<file path="src/rtl/ip_tx_arbiter_if.sv">
// Handshake bundle between the ICMP/UDP requesters, the IP TX framer and the MAC.
// The arbiter connects through the slave modport; the surrounding logic uses master.
interface ip_tx_arbiter_if;
    logic       icmp_tx_req;
    logic       icmp_tx_ready;
    logic [7:0] icmp_tx_data;
    logic       icmp_tx_ack;
    logic       icmp_data_req;
    logic       udp_tx_req;
    logic       udp_tx_ready;
    logic [7:0] udp_tx_data;
    logic       udp_tx_ack;
    logic       udp_data_req;
    logic       ip_tx_req;
    logic       ip_tx_ready;
    logic [7:0] ip_tx_data;
    logic [7:0] ip_tx_type;
    logic       ip_tx_ack;
    logic       ip_data_req;
    logic       mac_send_end;
    logic       arb_busy;
    logic       arb_timeout;

    modport slave (
        input  icmp_tx_req, icmp_tx_ready, icmp_tx_data,
        input  udp_tx_req, udp_tx_ready, udp_tx_data,
        input  ip_tx_ack, ip_data_req, mac_send_end,
        output icmp_tx_ack, icmp_data_req, udp_tx_ack, udp_data_req,
        output ip_tx_req, ip_tx_ready, ip_tx_data, ip_tx_type,
        output arb_busy, arb_timeout
    );

    modport master (
        output icmp_tx_req, icmp_tx_ready, icmp_tx_data,
        output udp_tx_req, udp_tx_ready, udp_tx_data,
        output ip_tx_ack, ip_data_req, mac_send_end,
        input  icmp_tx_ack, icmp_data_req, udp_tx_ack, udp_data_req,
        input  ip_tx_req, ip_tx_ready, ip_tx_data, ip_tx_type,
        input  arb_busy, arb_timeout
    );
endinterface

</file>
<file path="src/rtl/ip_tx_arbiter.sv">
// Two-way (ICMP/UDP) arbiter for the shared IP transmit path, round-robin by default.
// Define ARB_FIXED_PRIORITY_EN to make ICMP always win simultaneous requests.
module ip_tx_arbiter #(
    parameter logic [15:0] TIMEOUT_MAX = 16'hffff,
    parameter logic [7:0]  ICMP_PROTO  = 8'h01,
    parameter logic [7:0]  UDP_PROTO   = 8'h11
) (
    input logic             clk,
    input logic             rst_n,
    ip_tx_arbiter_if.slave  ip_tx_io
);

    typedef enum logic [2:0] {StIdle, StWaitAck, StAck, StXfer, StEnd} state_e;

    state_e      state_q, state_d;
    logic        gnt_q, gnt_d;
    logic [15:0] cnt_q, cnt_d;
    logic        tmo_d;
    logic        req_gnt, terminal, xfer;
    logic        ip_tx_req_q, icmp_ack_q, udp_ack_q, busy_q, tmo_q;
    logic [7:0]  type_q;
`ifdef ARB_FIXED_PRIORITY_EN
`else
    logic        last_gnt_q, last_gnt_d;
`endif

    assign req_gnt  = gnt_q ? ip_tx_io.udp_tx_req : ip_tx_io.icmp_tx_req;
    assign terminal = (cnt_q == TIMEOUT_MAX - 16'd1);

    always_comb begin
        state_d = state_q;
        gnt_d   = gnt_q;
        tmo_d   = 1'b0;
`ifdef ARB_FIXED_PRIORITY_EN
`else
        last_gnt_d = last_gnt_q;
`endif
        unique case (state_q)
            StIdle: begin
                if (ip_tx_io.icmp_tx_req || ip_tx_io.udp_tx_req) begin
`ifdef ARB_FIXED_PRIORITY_EN
                    gnt_d = ~ip_tx_io.icmp_tx_req;
`else
                    // On a tie, hand the path to whoever did not have it last.
                    gnt_d = (ip_tx_io.icmp_tx_req && ip_tx_io.udp_tx_req) ? ~last_gnt_q
                                                                         : ip_tx_io.udp_tx_req;
`endif
                    state_d = StWaitAck;
                end
            end
            StWaitAck: begin
                if (!req_gnt) begin
                    state_d = StIdle;
                end else if (ip_tx_io.ip_tx_ack) begin
                    state_d = StAck;
                end else if (terminal) begin
                    state_d = StIdle;
                    tmo_d   = 1'b1;
                end
            end
            StAck: begin
                state_d = StXfer;
`ifdef ARB_FIXED_PRIORITY_EN
`else
                last_gnt_d = gnt_q;
`endif
            end
            StXfer: begin
                if (ip_tx_io.mac_send_end) begin
                    state_d = StEnd;
                end else if (terminal) begin
                    state_d = StIdle;
                    tmo_d   = 1'b1;
                end
            end
            StEnd:   state_d = StIdle;
            default: state_d = StIdle;
        endcase

        if (state_d != state_q) begin
            cnt_d = 16'd0;
        end else if (state_q == StWaitAck || state_q == StXfer) begin
            cnt_d = cnt_q + 16'd1;
        end else begin
            cnt_d = 16'd0;
        end
    end

    // Outputs are registered from the next state so they line up with the state register.
    always_ff @(posedge clk or negedge rst_n) begin
        if (!rst_n) begin
            state_q     <= StIdle;
            gnt_q       <= 1'b0;
            cnt_q       <= 16'd0;
            ip_tx_req_q <= 1'b0;
            icmp_ack_q  <= 1'b0;
            udp_ack_q   <= 1'b0;
            busy_q      <= 1'b0;
            tmo_q       <= 1'b0;
            type_q      <= 8'h00;
`ifdef ARB_FIXED_PRIORITY_EN
`else
            last_gnt_q  <= 1'b1;
`endif
        end else begin
            state_q     <= state_d;
            gnt_q       <= gnt_d;
            cnt_q       <= cnt_d;
            ip_tx_req_q <= (state_d == StWaitAck);
            icmp_ack_q  <= (state_d == StAck) && !gnt_d;
            udp_ack_q   <= (state_d == StAck) && gnt_d;
            busy_q      <= (state_d != StIdle);
            tmo_q       <= tmo_d;
            type_q      <= (state_d == StWaitAck || state_d == StXfer) ?
                           (gnt_d ? UDP_PROTO : ICMP_PROTO) : 8'h00;
`ifdef ARB_FIXED_PRIORITY_EN
`else
            last_gnt_q  <= last_gnt_d;
`endif
        end
    end

    assign xfer = (state_q == StXfer);

    assign ip_tx_io.ip_tx_req     = ip_tx_req_q;
    assign ip_tx_io.icmp_tx_ack   = icmp_ack_q;
    assign ip_tx_io.udp_tx_ack    = udp_ack_q;
    assign ip_tx_io.arb_busy      = busy_q;
    assign ip_tx_io.arb_timeout   = tmo_q;
    assign ip_tx_io.ip_tx_type    = type_q;
    assign ip_tx_io.ip_tx_ready   = xfer && (gnt_q ? ip_tx_io.udp_tx_ready : ip_tx_io.icmp_tx_ready);
    assign ip_tx_io.ip_tx_data    = !xfer ? 8'h00 :
                                    (gnt_q ? ip_tx_io.udp_tx_data : ip_tx_io.icmp_tx_data);
    assign ip_tx_io.icmp_data_req = xfer && !gnt_q && ip_tx_io.ip_data_req;
    assign ip_tx_io.udp_data_req  = xfer && gnt_q && ip_tx_io.ip_data_req;

endmodule

</file>
<file path="src/flat_wrapper.sv">
// flat-port wrapper written by rule: the top's interface ports become plain ports
module ip_tx_arbiter_flat 
#(
    parameter logic [15:0] TIMEOUT_MAX = 16'hffff,
    parameter logic [7:0]  ICMP_PROTO  = 8'h01,
    parameter logic [7:0]  UDP_PROTO   = 8'h11
)
  (clk, rst_n, ip_tx_io_icmp_tx_req, ip_tx_io_icmp_tx_ready, ip_tx_io_icmp_tx_data, ip_tx_io_udp_tx_req, ip_tx_io_udp_tx_ready, ip_tx_io_udp_tx_data, ip_tx_io_ip_tx_ack, ip_tx_io_ip_data_req, ip_tx_io_mac_send_end, ip_tx_io_icmp_tx_ack, ip_tx_io_icmp_data_req, ip_tx_io_udp_tx_ack, ip_tx_io_udp_data_req, ip_tx_io_ip_tx_req, ip_tx_io_ip_tx_ready, ip_tx_io_ip_tx_data, ip_tx_io_ip_tx_type, ip_tx_io_arb_busy, ip_tx_io_arb_timeout);
  ip_tx_arbiter_if ip_tx_io_i ();
  input logic clk;
  input logic rst_n;
  input wire logic [$bits(ip_tx_io_i.icmp_tx_req)-1:0] ip_tx_io_icmp_tx_req;
  input wire logic [$bits(ip_tx_io_i.icmp_tx_ready)-1:0] ip_tx_io_icmp_tx_ready;
  input wire logic [$bits(ip_tx_io_i.icmp_tx_data)-1:0] ip_tx_io_icmp_tx_data;
  input wire logic [$bits(ip_tx_io_i.udp_tx_req)-1:0] ip_tx_io_udp_tx_req;
  input wire logic [$bits(ip_tx_io_i.udp_tx_ready)-1:0] ip_tx_io_udp_tx_ready;
  input wire logic [$bits(ip_tx_io_i.udp_tx_data)-1:0] ip_tx_io_udp_tx_data;
  input wire logic [$bits(ip_tx_io_i.ip_tx_ack)-1:0] ip_tx_io_ip_tx_ack;
  input wire logic [$bits(ip_tx_io_i.ip_data_req)-1:0] ip_tx_io_ip_data_req;
  input wire logic [$bits(ip_tx_io_i.mac_send_end)-1:0] ip_tx_io_mac_send_end;
  output wire logic [$bits(ip_tx_io_i.icmp_tx_ack)-1:0] ip_tx_io_icmp_tx_ack;
  output wire logic [$bits(ip_tx_io_i.icmp_data_req)-1:0] ip_tx_io_icmp_data_req;
  output wire logic [$bits(ip_tx_io_i.udp_tx_ack)-1:0] ip_tx_io_udp_tx_ack;
  output wire logic [$bits(ip_tx_io_i.udp_data_req)-1:0] ip_tx_io_udp_data_req;
  output wire logic [$bits(ip_tx_io_i.ip_tx_req)-1:0] ip_tx_io_ip_tx_req;
  output wire logic [$bits(ip_tx_io_i.ip_tx_ready)-1:0] ip_tx_io_ip_tx_ready;
  output wire logic [$bits(ip_tx_io_i.ip_tx_data)-1:0] ip_tx_io_ip_tx_data;
  output wire logic [$bits(ip_tx_io_i.ip_tx_type)-1:0] ip_tx_io_ip_tx_type;
  output wire logic [$bits(ip_tx_io_i.arb_busy)-1:0] ip_tx_io_arb_busy;
  output wire logic [$bits(ip_tx_io_i.arb_timeout)-1:0] ip_tx_io_arb_timeout;
  assign ip_tx_io_i.icmp_tx_req = ip_tx_io_icmp_tx_req;
  assign ip_tx_io_i.icmp_tx_ready = ip_tx_io_icmp_tx_ready;
  assign ip_tx_io_i.icmp_tx_data = ip_tx_io_icmp_tx_data;
  assign ip_tx_io_i.udp_tx_req = ip_tx_io_udp_tx_req;
  assign ip_tx_io_i.udp_tx_ready = ip_tx_io_udp_tx_ready;
  assign ip_tx_io_i.udp_tx_data = ip_tx_io_udp_tx_data;
  assign ip_tx_io_i.ip_tx_ack = ip_tx_io_ip_tx_ack;
  assign ip_tx_io_i.ip_data_req = ip_tx_io_ip_data_req;
  assign ip_tx_io_i.mac_send_end = ip_tx_io_mac_send_end;
  assign ip_tx_io_icmp_tx_ack = ip_tx_io_i.icmp_tx_ack;
  assign ip_tx_io_icmp_data_req = ip_tx_io_i.icmp_data_req;
  assign ip_tx_io_udp_tx_ack = ip_tx_io_i.udp_tx_ack;
  assign ip_tx_io_udp_data_req = ip_tx_io_i.udp_data_req;
  assign ip_tx_io_ip_tx_req = ip_tx_io_i.ip_tx_req;
  assign ip_tx_io_ip_tx_ready = ip_tx_io_i.ip_tx_ready;
  assign ip_tx_io_ip_tx_data = ip_tx_io_i.ip_tx_data;
  assign ip_tx_io_ip_tx_type = ip_tx_io_i.ip_tx_type;
  assign ip_tx_io_arb_busy = ip_tx_io_i.arb_busy;
  assign ip_tx_io_arb_timeout = ip_tx_io_i.arb_timeout;
  ip_tx_arbiter #(.TIMEOUT_MAX(TIMEOUT_MAX), .ICMP_PROTO(ICMP_PROTO), .UDP_PROTO(UDP_PROTO)) u_core (.clk(clk), .rst_n(rst_n), .ip_tx_io(ip_tx_io_i));
endmodule
</file>
<file path="config.mk">
export PLATFORM = sky130hd
export DESIGN_NAME = ip_tx_arbiter_flat
export DESIGN_NICKNAME = d
export VERILOG_FILES = /design/src/rtl/ip_tx_arbiter_if.sv /design/src/rtl/ip_tx_arbiter.sv /design/src/flat_wrapper.sv
export SDC_FILE = /design/constraint.sdc
export NUM_CORES = 1
export LEC_CHECK = 0
export ABC_AREA = 1
export BUFFER_PORTS_ARGS = -buffer_cell sky130_fd_sc_hd__buf_2
export CAP_MARGIN = 20
export CORE_UTILIZATION = 40
export CTS_CLUSTER_SIZE = 25
export DETAILED_ROUTE_END_ITERATION = 8
export PLACE_DENSITY = 0.63
export SYNTH_ARGS = -nofsm -noshare
export SYNTH_HDL_FRONTEND = slang
export SYNTH_SLANG_ARGS = --single-unit
</file>
<file path="constraint.sdc">
create_clock -name clk -period 2.7 [get_ports clk]
set_input_delay 0.54 -clock clk [delete_from_list [all_inputs] [get_ports clk]]
set_output_delay 0.54 -clock clk [all_outputs]
set_load 0.01 [all_outputs]
</file>
* Yosys cells after proc, flatten, opt, wreduce, memory -nomap -nowiden
Cells that the tools add are included.
** Word-level totals
- Register bits :: 34
- Input bits :: 25
- Output and inout bits :: 24
- Word-level logic and storage cells :: 57
** Cells by class
- $add $sub $neg :: 1
- Equal/unequal tests :: 8
- Multiplexer cells :: 22
- Bitwise logic cells :: 1
- Reduce and logical (&&, ||, !) cells :: 15
** Operator list (count)
- $mux W16 :: 2
- $mux W8 :: 3
- $add A16 B1 Y16 const B :: 1
- $eq A16 B16 Y1 const B :: 1
- $mux W3 :: 5
- $eq A3 B2 Y1 const B :: 4
- $pmux W3 S4 :: 1
- $mux W1 :: 9
- $logic_and A1 B1 Y1 :: 8
- $eq A3 B1 Y1 const B :: 2
- $mux W5 :: 1
- $logic_not A3 Y1 :: 1
- $logic_or A1 B1 Y1 :: 3
- $ne A3 B3 Y1 :: 1
- $reduce_bool A3 Y1 :: 1
- $logic_not A1 Y1 :: 2
- $pmux W1 S2 :: 1
- $not A1 Y1 :: 1

* Longest topological paths before layout
Gate-level depths: netlist of the first run.
- Depth in word-level cells :: 8
- Depth in mapped cells :: 12

* Least setup slack after synthesis of the first run
Ideal clock, no wire load.
- Path type :: flip-flop to output port
- Start point :: reg u_core.state_q[0]
- End point :: out ip_tx_io_ip_tx_data[0]
- Data arrival time :: 1126 ps
- Data required time :: 2160 ps
- Setup slack :: 1034 ps
- Cell stages (with the launch flop) :: 7
- Buffers on the path :: 0
- Path through :: dfrtp_1 -> nand2_1 -> nor2_4 -> inv_2 -> nor2_2 -> a22oi_1 -> inv_1
** Between the ends
- Word-level cells in the longest chain between the ends :: 2
** Ends and longest elaborated chain
- from (decl) :: line ip_tx_arbiter.sv:15 : state_e state_q, state_d;
- from (signal assigned) :: line ip_tx_arbiter.sv:92 : state_q <= StIdle;
- from (signal assigned) :: line ip_tx_arbiter.sv:106 : state_q <= state_d;
- $eq A3 B2 Y1 :: line ip_tx_arbiter.sv:123 : assign xfer = (state_q == StXfer);
- $mux W8 :: line ip_tx_arbiter.sv:132 : assign ip_tx_io.ip_tx_data = !xfer ? 8'h00 :
- to (decl) :: line flat_wrapper.sv:27 : output wire logic [$bits(ip_tx_io_i.ip_tx_data)-1:0] ip_tx_io_ip_tx_data;
No other way between the ends.

* Worst setup path in the final report of the first run
- Start point :: reg u_core.state_q[0]
- End point :: out ip_tx_io_ip_tx_data[2]
The elaborated chain is that of the path after synthesis.

==> metrics, run 1 <==
status complete, no violations; count leader, synth nand2_1; Post-synth ARST share 1.00; Rows 22; RSZ-0062 raised after global routing no; largest net degree at the start of global routing 29; layout cells sized above 1 0.296; largest family of logic cells by synthesized area simple AND/OR/NAND/NOR gates; Period minus WS final 2210 ps; gr usage total 0.162; startpoint types flop; Synthesis Warnings 0; vias in the first global route 1,272; Synth area leader dfrtp_1; via count 1,393; CTS tree built; final slew viol count 0; via/cell ratio between 4 and 5; Crit path required time 2160 ps; CP Max Fanout 9; CTS Hold Buffers Added 0; P per Cell Area 678 mW/mm2; gr ovfl total 0; IO Pins a little under 50; final wirelength 3.26 mm; initial antenna violation count 0; Primary FF master, synth dfrtp_1; Residual DRC 0; Slew headroom 0.491; Pre-Repair DR Iteration Count 4; maximum vdd drop 0.349 mV; die width around 66 um; HPWL Detailed 2.45 mm; Layout Nets 281; Initial Util 0.432; Clock Skews 3.71 ps; Post-Synth Adder-Cell Area 0.0152; Port Buffers 42; synth cell count leaders nand2_1 (37), inv_1 (35), dfrtp_1 (27), nand3_1 (18), nor2_1 (18); Post-CTS Setup Bufs 0; Max Clk Rate 0.453 GHz; TritonCTS buffer count 3; post-CTS sizing 0; clock buffer depth 2; synthesized area 0.00164 mm2; Setup crit end kind output pin; Distinct cells, synth 28; Synth top area share 0.412; Lkg Pwr 1.06 nW; Fin. Hold Viols 0; crit path DAT 1670 ps; global-route wire length before repair 5.46 mm; Slew @ Worst Pin 761 ps; Post-DRT Antenna Nets 0; Tot Pwr around 1.3 mW; period utilisation layout 0.818; flops & latches, synth 28; mux cell area share after synthesis 0; crit path from u_core.state_q[0]; area share of and/or/nand/nor cells after synthesis 0.335; DRT iter0 DRCs 82; post-synthesis xor/xnor area fraction 0.00534; Max Cap Violations 0; WL/cell 10.8 um; Area contributors post-synth dfrtp_1 (41%), nand2_1 (8.5%), inv_1 (8.0%), nand3_1 (5.5%), a22oi_1 (4.6%); Post-Syn Area per Cell 7.82 um2; Hold Crit Class in -> async; CTS clk-pin slew, worst paths 100 ps; CTS Root Cell clkbuf_8; Core Box Area 0.00380 mm2; clock sinks 28; routability cong. ~0.76; H-Tree Depth 1; Die Span Y 66.1 um; diode count 0; Synth Area in Compound Gates 0.0930; EDFF count, synth 0; later-pin clock latency in the skew report around 270 ps; Area Overhead vs Synth 17.3%; critical path class reg -> out; post-synthesis cell count 210; sequential share of the synthesized area 0.428; setup TNS 0 ps; final setup vio count 0; Die Area 0.00436 mm2; R2R Path Start u_core.cnt_q[0]
## flip-flops by register name (all words and copies together) (netlist names)
name / count
u_core.ip_tx_io.ip_tx_req: 1
u_core.ip_tx_io.arb_timeout: 1
u_core.last_gnt_q: 1
u_core.ip_tx_io.udp_tx_ack: 1
u_core.gnt_q: 1
u_core.ip_tx_io.ip_tx_type: 2
u_core.cnt_q: 16
u_core.ip_tx_io.arb_busy: 1
u_core.ip_tx_io.icmp_tx_ack: 1
u_core.state_q: 3
## critical path, stage by stage (launching register included)
cell and delay [ps]:
dfrtp_1 450, nand2_1 120, nor2_4 120, inv_2 70, nor2_2 290, a22oi_1 150
inv_1 70, buf_2 120
## per-stage QoR
step,util,cells,hold slack (ps),cell area [um2],setup WS [ps]
detailed placement,0.492,297,486,1870,809
global route,0.507,301,316,1930,279
CTS,0.507,301,293,1930,486
floorplan,-,215,244,1660,1030
global placement,0.492,297,486,1870,827
finish,0.507,301,273,1930,490
## routing by layer
metal	vias to the layer above	track usage	part of all wire
met5	-	0	0
met4	0	0.0559	0.013
met2	36	0.268	0.45
li1	740	-	-
met3	4	0.0207	0.035
met1	613	0.215	0.50
## cell families (layout without fill, tap and decap cells)
kind of cell | count (synthesis) | after routing
AOI/OAI and AO/OA | 22 | 22
xor gates and xnor gates | 1 | 1
adders and majority gates | 2 | 2
buffers and inverters | 45 | 83
DFF | 28 | 28
other | 1 | 6
and+or+nand+nor | 111 | 111
## power by group
group	internal (mW)	total [mW]	switching (mW)	leakage, nW
logic	0.152	0.511	0.359	0.653
clock network	0.131	0.262	0.131	0.0288
registers	0.488	0.533	0.0453	0.375
## cells in the final DEF (no fill, tap or decap), types with 3 or more instances in the layout
cell type,n
buf_2,42
nand2_1,37
inv_1,35
dfrtp_1,27
nor2_1,18
nand3_1,18
nor2_2,12
a22oi_1,10
nor3_1,9
conb_1,6
nand2_2,5
nand3b_1,4
clkbuf_8,4
nor2_4,3
o21bai_1,3
a21oi_1,3
or2_2,3
## layout make-up
type,instances,area (um2)
fillers,384,1870
multi-input cells,142,759
flip-flops and latches,28,702
repair buffers,42,210
inverters,37,139
well taps,48,60.1
clock buffers,4,55.1
## worst paths after layout
kind,endpoint,slack [ps],depth (start not counted)
setup / recovery,ip_tx_io_ip_tx_data[2],490,7
hold / removal,u_core.cnt_q[7],270,1
setup reg to reg,u_core.cnt_q[3],900,11
hold reg to reg,u_core.last_gnt_q,500,2
max in group asynchronous,u_core.cnt_q[4],2020,1
min in group clk,u_core.last_gnt_q,500,2
Note: power is estimated with default switching activity, not from simulation.
==> inputs of run 2 (changes only) <==
==> constraint.sdc (replaced) <==
create_clock -name clk -period 2.1 [get_ports clk]
set_input_delay 0.42 -clock clk [delete_from_list [all_inputs] [get_ports clk]]
set_output_delay 0.42 -clock clk [all_outputs]
set_load 0.01 [all_outputs]
==> run 2 against run 1 <==
Compared with the run above: non-clock buffer count increased by 2; sequential cell count unchanged; total power increased by 38%; clock power increased by 65%; combinational power increased by 33%; via count increased by 4.1%; clock-buffer cell count decreased by 1; register-to-register slack got worse by 540 ps; largest cell class unchanged; highest routed layer unchanged.
==> metrics, run 2 (synthesis gave the netlist of run 1 again) <==
vias in the first global route 1,275 (was 1,272); Top Metal Used met4 (unchanged); die width 66.1 um (unchanged); final slew viol count 0 (unchanged); Rows 22 (unchanged); Residual DRC 0 (unchanged); Post-DRT Antenna Nets 0 (unchanged); Fin. Hold Viols 0 (unchanged); Hold Crit Class in -> async (unchanged); Crit path required time 1680 ps (was 2160 ps); CTS tree built (unchanged); most common cell after layout, fill and taps aside buf_2 (unchanged); Lkg Pwr 1.07 nW (was 1.06 nW); Tot Pwr 1.81 mW (was 1.31 mW); Die Span Y 66.1 um (unchanged); H-Tree Depth 1 (unchanged); final wirelength 3.33 mm (was 3.26 mm); worst reg2reg setup slack 360 ps (was 900 ps); final setup vio count 0 (unchanged); DRT iter0 DRCs 91 (was 82); Register Area 704 um2 (was 702 um2); Largest register FFs 16 (unchanged); Slew @ Worst Pin 604 ps (was 761 ps); routability cong. 0.790 (was 0.762); crit path DAT 1510 ps (was 1670 ps); fin cells 303 (was 301); Core Box Area 0.00380 mm2 (unchanged); Port Buffers 42 (unchanged); Area Overhead vs Synth 20.0% (was 17.3%); Layout fillers 398 (was 384); CTS Root Cell clkbuf_8 (unchanged); Pre-Repair DR Iteration Count 5 (was 4); placed insts 299 (was 297); WL/cell 11.0 um (was 10.8 um); IO Pins 49 (unchanged); diode count 0 (unchanged); clock buffer depth 2 (unchanged); Clock Skews 2.63 ps (was 3.71 ps); fin util 0.518 (was 0.507); R2R Path Start u_core.cnt_q[0] (unchanged); post-placement worst setup slack 304 ps (was 809 ps); Max Clk Rate 0.517 GHz; maximum vdd drop 0.425 mV (was 0.349 mV); Layout Nets 283 (was 281); gr usage total 0.170 (was 0.162); via/cell ratio 4.79 (was 4.63); most frequent cells in the layout buf_2 (42), nand2_1 (37), inv_1 (35) (unchanged); wire length on met1 1.58 mm (was 1.62 mm); via count 1,450 (was 1,393); PnR worst setup slack 167 ps (was 490 ps); WL met2 1.57 mm (was 1.48 mm); CTS clk-pin slew, worst paths 100 ps (about the same); met3 WL 119 um (was 113 um); largest net degree at the start of global routing 29 (unchanged); P per Cell Area 918 mW/mm2 (was 678 mW/mm2); layout cells sized above 1 0.310 (was 0.296); later-pin clock latency in the skew report 280 ps (was 270 ps); global-route wire length before repair 5.66 mm (was 5.46 mm); area of the multi-input gates 769 um2 (was 759 um2); clock sinks 28 (unchanged); Slew headroom 0.597 (was 0.491); Reg-to-Reg End u_core.cnt_q[2] (was u_core.cnt_q[3]); Setup crit end kind output pin (unchanged); RSZ-0062 raised after global routing no (unchanged); initial antenna violation count 0 (unchanged); status complete, no violations (unchanged); final instance area 0.00197 mm2 (was 0.00193 mm2); setup TNS 0 ps (unchanged); TritonCTS buffer count 3 (unchanged); final hold slack 132 ps (was 273 ps); CP Max Fanout 9 (unchanged); period utilisation layout 0.921; gr ovfl total 0 (unchanged); post-place instance area 0.00189 mm2 (was 0.00187 mm2); Period minus WS final about 1900 ps; Initial Util 0.432 (unchanged); Post-CTS Setup Bufs 0 (unchanged); HPWL Detailed 2.57 mm (was 2.45 mm); Die Area 0.00436 mm2 (unchanged); Max Cap Violations 0 (unchanged); critical path class reg -> out (unchanged); Top reg by flops u_core.cnt_q (unchanged); startpoint types flop (unchanged); reg2reg path depth 11 (unchanged); CTS Hold Buffers Added 0 (unchanged)
## run 2: cell types whose count changed in the layout (fill, tap and decap cells not counted), sizes merged
cell and change:
clkbuf -1, buf +2, bufinv +1
## run 2: critical path, stage by stage, from the launching register on
cell     delay [ps]
dfrtp_2         430
nand2_1         100
nor2_4          120
inv_2            90
nor2_4          190
a22oi_1         120
inv_1            60
buf_2           120
## run 2: area by class of cell
type | instances | area share
timing repair buffer | 44 | 0.114
multi-input combinational | 142 | 0.391
clock inverter | 1 | 0.0152
clock buffer | 3 | 0.0210
tap | 48 | 0.0305
sequential | 28 | 0.358
inverter | 37 | 0.0705
## run 2: metal layers
| layer | global-route usage | vias up |
|---|---|---|
| met4 | 0.0718 | 0 |
| li1 | - | 745 |
| met1 | 0.223 | 663 |
| met3 | 0.0207 | 5 |
| met5 | 0 | - |
| met2 | 0.281 | 37 |
## run 2: worst max path at each step
stage / startpoint / to / slack, ps / cells after the start
after detailed placement: u_core.state_q[0] / ip_tx_io_ip_tx_data[6] / 300 / 7
after global placement: u_core.state_q[0] / ip_tx_io_ip_tx_data[6] / 300 / 7
after CTS: u_core.state_q[0] / ip_tx_io_ip_tx_data[6] / 90 / 7
after global routing: u_core.state_q[0] / ip_tx_io_ip_tx_data[4] / 20 / 7
after floorplan: u_core.state_q[0] / ip_tx_io_ip_tx_data[0] / 550 / 6
final: u_core.state_q[0] / ip_tx_io_ip_tx_data[4] / 170 / 7
## run 2: report_power, final
| group | switching (mW) | internal, mW | leakage, nW | total (mW) |
|---|---|---|---|---|
| clock | 0.177 | 0.256 | 0.0357 | 0.433 |
| combinational | 0.467 | 0.212 | 0.664 | 0.679 |
| sequential | 0.0650 | 0.630 | 0.373 | 0.695 |
## run 2: what timing repair did
item	4_1_cts	5_1_grt
hold endpoints to repair	0	0
endpoints found under the setup margin	9	9
gates resized for setup	2	2
pin swaps	0	0
==> inputs of run 3 (changes only) <==
--- a/config.mk
+++ b/config.mk
@@ -11,7 +11,6 @@
 export CORE_UTILIZATION = 40
 export CTS_CLUSTER_SIZE = 25
 export DETAILED_ROUTE_END_ITERATION = 8
-export PLACE_DENSITY = 0.63
 export SYNTH_ARGS = -nofsm -noshare
 export SYNTH_HDL_FRONTEND = slang
 export SYNTH_SLANG_ARGS = --single-unit
==> run 3 against run 2 <==
Compared with the run above: combinational power is 1% higher; sequential share of layout area increased by 0.44 points; critical path type unchanged; hold slack about the same; total power fell by 7.1%; final cell count unchanged; routed wire length down 0.78%.
==> metrics, run 3 (synthesis gave the netlist of run 1 again) <==
Core Box Area 0.00380 mm2 (unchanged); Max Cap Violations 0 (unchanged); Largest register FFs 16 (unchanged); setup TNS 0 ps (unchanged); Post-DRT Antenna Nets 0 (unchanged); Setup crit end kind output pin (unchanged); DRT iter0 DRCs 51 (was 91); WL/cell 10.9 um (was 11.0 um); diode count 0 (unchanged); final setup vio count 0 (unchanged); period utilisation layout 0.917 (was 0.921); most common cell after layout, fill and taps aside buf_2 (unchanged); sequential share of power 0.414 (was 0.385); P per Cell Area 865 mW/mm2 (was 918 mW/mm2); startpoint types flop (unchanged); CTS Root Cell clkbuf_8 (unchanged); Die Span Y 66.1 um (unchanged); Slew headroom 0.602 (was 0.597); Reg-to-Reg End u_core.cnt_q[3] (was u_core.cnt_q[2]); maximum vdd drop 0.377 mV (was 0.425 mV); largest net degree at the start of global routing 29 (unchanged); CTS Hold Buffers Added 0 (unchanged); Hold Crit Class in -> async (unchanged); Switching Power 701 uW (was 709 uW); gr ovfl total 0 (unchanged); H-Tree Depth 1 (unchanged); global-route wire length before repair 5.44 mm (was 5.66 mm); Die Area 0.00436 mm2 (unchanged); Max Clk Rate 0.519 GHz (was 0.517 GHz); TritonCTS buffer count 3 (unchanged); via/cell ratio 4.69 (was 4.79); Lkg Pwr 1.06 nW (was 1.07 nW); vias in the first global route 1,233 (was 1,275); Crit path required time 1680 ps (about the same); CTS tree built (unchanged); clock buffer depth 2 (unchanged); Rows 22 (unchanged); worst reg2reg setup slack 380 ps (was 360 ps); switch share 0.417 (was 0.392); PnR worst setup slack 174 ps (was 167 ps); crit path DAT 1510 ps (about the same); Fin. Hold Viols 0 (unchanged); via count 1,421 (was 1,450); IO Pins 49 (unchanged); reg2reg path depth 7 (was 11); final slew viol count 0 (unchanged); die width 66.1 um (unchanged); Clock Skews 7.12 ps (was 2.63 ps); Initial Util 0.432 (unchanged); part of the power in combinational logic 0.409 (was 0.376); later-pin clock latency in the skew report 270 ps (was 280 ps); status complete, no violations (unchanged); routability cong. 0.747 (was 0.790); Period minus WS final 1930 ps (about the same); Layout Nets 283 (unchanged); Pre-Repair DR Iteration Count 4 (was 5); Port Buffers 42 (unchanged); post-placement worst setup slack 315 ps (was 304 ps); internal cell power 978 uW (was 1.10 mW); RSZ-0062 raised after global routing no (unchanged); Area Overhead vs Synth 18.3% (was 20.0%); gr usage total 0.164 (was 0.170); final wirelength 3.30 mm (was 3.33 mm); clock sinks 28 (unchanged); critical path class reg -> out (unchanged); most frequent cells in the layout buf_2 (42), nand2_1 (37), inv_1 (35) (unchanged); layout cells sized above 1 0.302 (was 0.310); Clk pwr share 0.177 (was 0.240); Residual DRC 0 (unchanged); CP Max Fanout 9 (unchanged); CTS clk-pin slew, worst paths 90 ps (was 100 ps); R2R Path Start u_core.state_q[2] (was u_core.cnt_q[0]); Slew @ Worst Pin 597 ps (was 604 ps); Post-CTS Setup Bufs 0 (unchanged); HPWL Detailed 2.51 mm (was 2.57 mm); initial antenna violation count 0 (unchanged); Top reg by flops u_core.cnt_q (unchanged)
run 3: cell count changes in the layout (fill, tap and decap cells not counted), sizes merged:
cell / delta
bufinv: -1
clkbuf: +1
run 3: worst max path at each step:
stage	slack, ps	startpoint	endpoint	depth (start not counted)
detailed placement	320	u_core.state_q[0]	ip_tx_io_ip_tx_data[4]	7
floorplan	550	u_core.state_q[0]	ip_tx_io_ip_tx_data[0]	6
global route	5	u_core.state_q[0]	ip_tx_io_ip_tx_data[2]	7
finish	170	u_core.state_q[2]	ip_tx_io_ip_tx_data[2]	6
CTS	20	u_core.state_q[0]	ip_tx_io_ip_tx_data[3]	7
global placement	290	u_core.state_q[0]	ip_tx_io_ip_tx_data[4]	7
run 3: cell type report:
type                            instances  area (um2)
Fill cell                             385        1860
Sequential cell                        28         703
Timing Repair Buffer                   44         225
Tap cell                               48        60.1
Multi-Input combinational cell        142         769
Inverter                               37         139
Clock buffer                            4        45.0
run 3: power groups by stage:
| stage | registers [mW] | clock network, mW | logic [mW] |
|---|---|---|---|
| after floorplan | 0.712 | 0 | 0.484 |
| after global placement | 0.697 | 0 | 0.680 |
| after detailed placement | 0.699 | 0 | 0.679 |
| after CTS | 0.694 | 0.309 | 0.685 |
| after global routing | 0.709 | 0.331 | 0.768 |
| final | 0.695 | 0.297 | 0.686 |
run 3: metrics by stage:
stage | util | power (mW) | area [um2] | instances | hold WS, ps
after global placement | 0.496 | 1.38 | 1890 | 299 | 468
after CTS | 0.510 | 1.69 | 1940 | 303 | 170
after detailed placement | 0.496 | 1.38 | 1890 | 299 | 474
after global routing | 0.511 | 1.81 | 1940 | 303 | 186
after floorplan | - | 1.20 | 1660 | 215 | 124
final | 0.511 | 1.68 | 1940 | 303 | 132
run 3: timing repair:
action | CTS | global route
endpoints found under the setup margin | 2 | 9
gates resized for setup | 1 | 2
pin swaps | 0 | 0
run 3: critical path, cell delays in order, from the launching register on:
cell and delay, ps:
dfrtp_1 470, nor2_4 170, inv_2 90, nor2_4 200, a22oi_1 130, inv_1 60
buf_2 120
run 3: layer usage:
metal | GRT usage | routed length, um | up-vias
met5 | 0 | 0 | -
met4 | 0.0718 | 55 | 0
met3 | 0.0259 | 102 | 5
met2 | 0.260 | 1520 | 29
met1 | 0.218 | 1620 | 642
li1 | - | - | 745
